[config.mk]
export PLATFORM = sky130hd
export DESIGN_NAME = primo_varredura
export DESIGN_NICKNAME = d
export VERILOG_FILES = /design/src/rtl/primo_varredura.sv
export SDC_FILE = /design/constraint.sdc
export NUM_CORES = 1
export LEC_CHECK = 0
export BUFFER_PORTS_ARGS = -buffer_cell sky130_fd_sc_hd__buf_4
export CORE_AREA = 3 3 88 90
export CTS_BUF_LIST = sky130_fd_sc_hd__clkbuf_4
export DETAILED_ROUTE_END_ITERATION = 7
export DIE_AREA = 0 0 91 93
export HOLD_SLACK_MARGIN = 0.15
export PLACE_DENSITY_LB_ADDON = 0.15
export SYNTH_ARGS = -nofsm -noshare
export SYNTH_HDL_FRONTEND = slang
export SYNTH_SLANG_ARGS = --single-unit
export TNS_END_PERCENT = 100
[constraint.sdc]
create_clock -name clock -period 3.83 [get_ports clock]
set_input_delay 0.383 -clock clock [delete_from_list [all_inputs] [get_ports clock]]
set_output_delay 0.383 -clock clock [all_outputs]
set_load 0.05 [all_outputs]
[src/rtl/primo_varredura.sv]
// Range scanner feeding the 16-bit prime detector: walks n_out from ini to fim,
// forwards each prime on a valid/ready stream and counts primes found.
module primo_varredura #(
    parameter int unsigned LARGURA      = 16,
    parameter int unsigned LARGURA_CONT = 16
) (
    input  logic                    clock,
    input  logic                    reset,
    input  logic                    go,
    input  logic [LARGURA-1:0]      ini,
    input  logic [LARGURA-1:0]      fim,
    output logic [LARGURA-1:0]      n_out,
    input  logic                    f_in,
    output logic [LARGURA-1:0]      prim_data,
    output logic                    prim_valid,
    input  logic                    prim_ready,
    output logic [LARGURA_CONT-1:0] contagem,
    output logic                    ocupado,
    output logic                    done
);

    typedef enum logic [1:0] {OCIOSO, VARRE, FIM} estado_t;

    estado_t                 estado, estado_nx;
    logic [LARGURA-1:0]      lim, lim_nx, n_nx, dado_nx;
    logic                    valido_nx;
    logic [LARGURA_CONT-1:0] cont_nx;
    logic                    aceita;

    always_comb begin
        estado_nx = estado;
        lim_nx    = lim;
        n_nx      = n_out;
        dado_nx   = prim_data;
        valido_nx = prim_valid;
        cont_nx   = contagem;
        aceita    = !f_in || !prim_valid || prim_ready;

        case (estado)
            OCIOSO, FIM: begin
                if (estado == FIM)
                    valido_nx = prim_valid && !prim_ready;
                // prim_valid is always 0 in OCIOSO, so this also gates FIM on done=1
                if (go && !prim_valid) begin
                    lim_nx    = fim;
                    n_nx      = ini;
                    cont_nx   = '0;
                    estado_nx = (ini <= fim) ? VARRE : FIM;
                end
            end
            VARRE: begin
                if (aceita) begin
                    if (f_in) begin
                        dado_nx   = n_out;
                        valido_nx = 1'b1;
                        cont_nx   = contagem + 1'b1;
                    end else begin
                        valido_nx = prim_valid && !prim_ready;
                    end
                    // equality test before increment avoids wrap when lim is all ones
                    if (n_out == lim)
                        estado_nx = FIM;
                    else
                        n_nx = n_out + 1'b1;
                end
            end
            default: estado_nx = OCIOSO;
        endcase
    end

    always_ff @(posedge clock or posedge reset) begin
        if (reset) begin
            estado     <= OCIOSO;
            lim        <= '0;
            n_out      <= '0;
            prim_data  <= '0;
            prim_valid <= 1'b0;
            contagem   <= '0;
            ocupado    <= 1'b0;
            done       <= 1'b0;
        end else begin
            estado     <= estado_nx;
            lim        <= lim_nx;
            n_out      <= n_nx;
            prim_data  <= dado_nx;
            prim_valid <= valido_nx;
            contagem   <= cont_nx;
            ocupado    <= (estado_nx == VARRE);
            done       <= (estado_nx == FIM) && !valido_nx;
        end
    end

endmodule

==> results.py <==
metrics = {
    "placement": {
        "place_hpwl_um": 7110,
        "globalplace.congestion": 0.924,
        "port_buffers": 87,
        "place_ws_ns": 1.41,
    },
    "power_and_ir_drop": {
        "total_switching_power_mw": 2.07,
        "pwr_per_cell_area_nw_per_um2": 851,
        "power_frac_comb": 0.521,
        "proportion_of_total_power_due_to_net_switching": 0.514,
        "power_frac_seq": 0.342,
        "power_frac_clock": 0.137,
        "worst_ir_drop_vdd_uv": 331,
        "power.static_leakage_nw": 2.33,
        "cellInternalPower_mw": 1.95,
    },
    "routing": {
        "antenna_violating_nets_post_route": 0,
        "route.detailed.vias_per_inst": 5.54,
        "detail_route.drc_violations": 0,
        "finalWirelength_um": 9580,
        "via_count": 3420,
        "drt-pass1-iter-count": 4,
        "wl_per_cell_um": 15.5,
        "drtIter0Drc": 241,
    },
    "synth": {
        "yosys_register_bits": 69,
        "async_reset_ff_frac": 1.00,
        "synth_adder_area_share": 0.0583,
        "post_synth_xor_area_fraction": 0.0680,
        "synth_enable_flop_cells": 0,
        "synth_compound_gate_area_share": 0.131,
        "cell_variety_after_synth": 58,
        "ys_dominant_reg_cell": "dfrtp_1",
        "yosysWarningCount": 0,
        "synth_mux_area_frac": 0.00389,
        "syn_inst": 432,
        "synth_sequential_area_ratio": 0.447,
        "most_area_consuming_cells_after_synthesis": "dfrtp_1, nand2_1, ha_1",
        "yosys.area.top_type": "dfrtp_1",
        "synth.most_common_cell": "nand2_1",
        "synth.avg_cell_area_sq_um": 8.94,
        "synth.top_cells.by_count": "nand2_1, dfrtp_1, nor2_1",
        "syn-num-nets": 487,
        "yosys.area.top_type_share": 0.447,
        "dominant_combinational_cell_family_by_area_after_synthesis": "simple AND/OR/NAND/NOR gates",
        "post_synth_and_or_nand_nor_area_fraction": 0.244,
        "post_synth_design_cell_area_sq_um": 3860,
    },
    "layout": {
        "share_of_post_route_cells_with_drive_strength_above_1": 0.243,
        "num_antenna_cells": 0,
        "syn_to_final_growth_pct": 22.3,
        "design.final.nets": 568,
    },
    "timing": {
        "post-route-period-util": 0.626,
        "fin_skew_ns": 0.0167,
        "tightest_slew_ns": 1.02,
        "hold-worst-slack_ns": 0.189,
        "finalSetupTns_ns": 0,
        "rsz0062_at_grt": "no",
        "final-setup-viol-count": 0,
        "fmax_ghz": 0.417,
        "fin_ws_ns": 1.43,
        "relSlewSlack": 0.318,
        "hold_viol_final": 0,
        "period_minus_slack_ns": 2.40,
        "final_max_slew_viol_count": 0,
    },
    "global_routing": {
        "grt_pass1_vias": 3143,
        "antenna_found_initial": 0,
        "grt_util_all_layers": 0.232,
        "grt_first_pass_wirelength_um": 15500,
        "grt_start_max_net_pins": 52,
        "grt-ovfl-total": 0,
    },
    "floorplanning": {
        "num_rows": 31,
        "initial_utilization": 0.541,
        "die-width_um": 91,
        "die_area_sq_um": 8460,
        "io-pin-count": 88,
        "floorplan.die.height_um": 93,
        "design.core.area_sq_um": 7140,
    },
    "critical_path": {
        "critical_path.most_common_cell": "nand3_1",
        "critical_path.startpoint": "estado[0]$_DFF_PP0_",
        "path_max_fanout": 20,
        "critical_path.cell_chain": "nand3_1 > a2111oi_4 > nand3_1 > xor2_1 > nor2_1",
        "worst_ep_required_time_ns": 4.14,
        "cp-end-kind": "flip-flop",
        "crit-reg2reg-launch": "estado[0]$_DFF_PP0_",
        "cpLargestDelayFamily": "simple AND/OR/NAND/NOR gates",
        "timing_worst_setup_path_type": "reg2reg",
        "cp.buffers_inverters": 0,
        "cp-start-kind": "flip-flop",
        "slowest_delay_ns": 0.72,
        "timing.critical_path.slowest_stage_cell": "nand3_1",
        "cp_data_arrival_time_ns": 2.71,
    },
    "job": {
        "cap_violations": 0,
    },
    "clock_tree": {
        "cts_max_path_buffers": 2,
        "numClockSinks": 69,
        "cts.repair.resized": 0,
        "tritoncts": "done",
        "cts_inserted_buffers": 9,
        "clkTransAtPathRegs_ns": 0.13,
        "worst_skew_pair.late_latency_ns": 0.44,
        "clock-root-buffer": "clkbuf_4",
        "htreeDepth": 3,
    },
    "min_path": {
        "class_of_the_most_critical_hold_timing_path": "in2async",
    },
    "run_status": {
        "run_status": "finished, final reports clean",
    },
}
## power by group through the flow
stage               registers (mW)  clock network [mW]  logic (mW)
finish                        1.37               0.551        2.09
CTS                           1.37               0.552        2.10
global route                  1.41               0.590        2.26
detailed placement            1.38                   0        2.10
global placement              1.37                   0        2.06
floorplan                     1.90                   0        1.00
## cell families (layout without fill, tap and decap cells)
group,Yosys count,count (layout)
simple gates,199,199
mux,1,1
fa+ha+maj,18,18
compound gates,75,75
xor+xnor,30,30
buf+inv,40,126
flops,69,69
## final timing paths
| kind | end | slack (ns) | cells after the start |
|---|---|---|---|
| max | contagem[13]$_DFFE_PP0P_ | 1.43 | 5 |
| min | contagem[6]$_DFFE_PP0P_ | 0.19 | 2 |
| max reg2reg | contagem[13]$_DFFE_PP0P_ | 1.43 | 5 |
| min reg2reg | prim_data[9]$_DFFE_PP0P_ | 0.50 | 2 |
| max in group asynchronous | n_out[14]$_DFFE_PP0P_ | 2.81 | 3 |
| min in group clock | lim[12]$_DFFE_PP0P_ | 0.23 | 3 |
## area by class of cell
class | count | area, sq um
multi-input cells | 323 | 1950
clock inverters | 7 | 98.8
well taps | 99 | 124
inverters | 20 | 75.1
fillers | 626 | 2410
repair buffers | 90 | 678
clock buffers | 9 | 67.6
flip-flops and latches | 69 | 1730
## sequential cells by signal (all words and copies together) (netlist names)
signal	count
ocupado	1
prim_data	16
contagem	16
done	1
n_out	16
lim	16
estado	2
prim_valid	1
## layer usage
metal	GRT usage	wire length (um)	vias up	part of all wire
li1	-	-	1639	-
met1	0.316	4240	1637	0.44
met2	0.364	4550	127	0.48
met3	0.0499	614	17	0.064
met4	0.0905	170	0	0.018
met5	0	0	-	0
## worst reg2reg max path: stages, from the launching register on
cell and delay, ns:
dfrtp_1 0.58, nand3_1 0.72, a2111oi_4 0.65, nand3_1 0.14, xor2_1 0.14, nor2_1 0.05
## stage by stage
step,cells,power (mW),util,instance area (sq um)
after global routing,617,4.26,0.662,4720
after global placement,600,3.44,0.637,4550
after floorplan,432,2.90,-,3860
after CTS,616,4.02,0.660,4710
final,617,4.02,0.662,4720
after detailed placement,600,3.48,0.637,4550
## cell usage in the layout, fill, tap and decap left out, types with 2 or more instances in the layout
cell type,count
dfrtp_1,69
a22o_1,2
inv_1,19
xnor2_1,6
nor3_1,10
ha_1,18
bufinv_16,2
nand3_1,19
and3_1,4
nor2b_1,3
clkbuf_4,9
a31oi_1,3
o21a_1,3
o2bb2ai_1,2
nor4b_1,2
nor4_2,3
nor2_4,2
nand4_1,8
a21oi_1,17
nand2_1,96
a22oi_1,2
o21ai_0,26
nor4_1,2
nor2_1,34
nand2b_1,3
o22ai_1,5
buf_4,89
clkinvlp_4,4
xor2_1,24
## repair_timing
action / in CTS / in global routing
hold buffers: 0 / 1
buffers inserted: 0 / 0
endpoints found under the hold margin: 0 / 1
(Power assumes the default switching activity.)
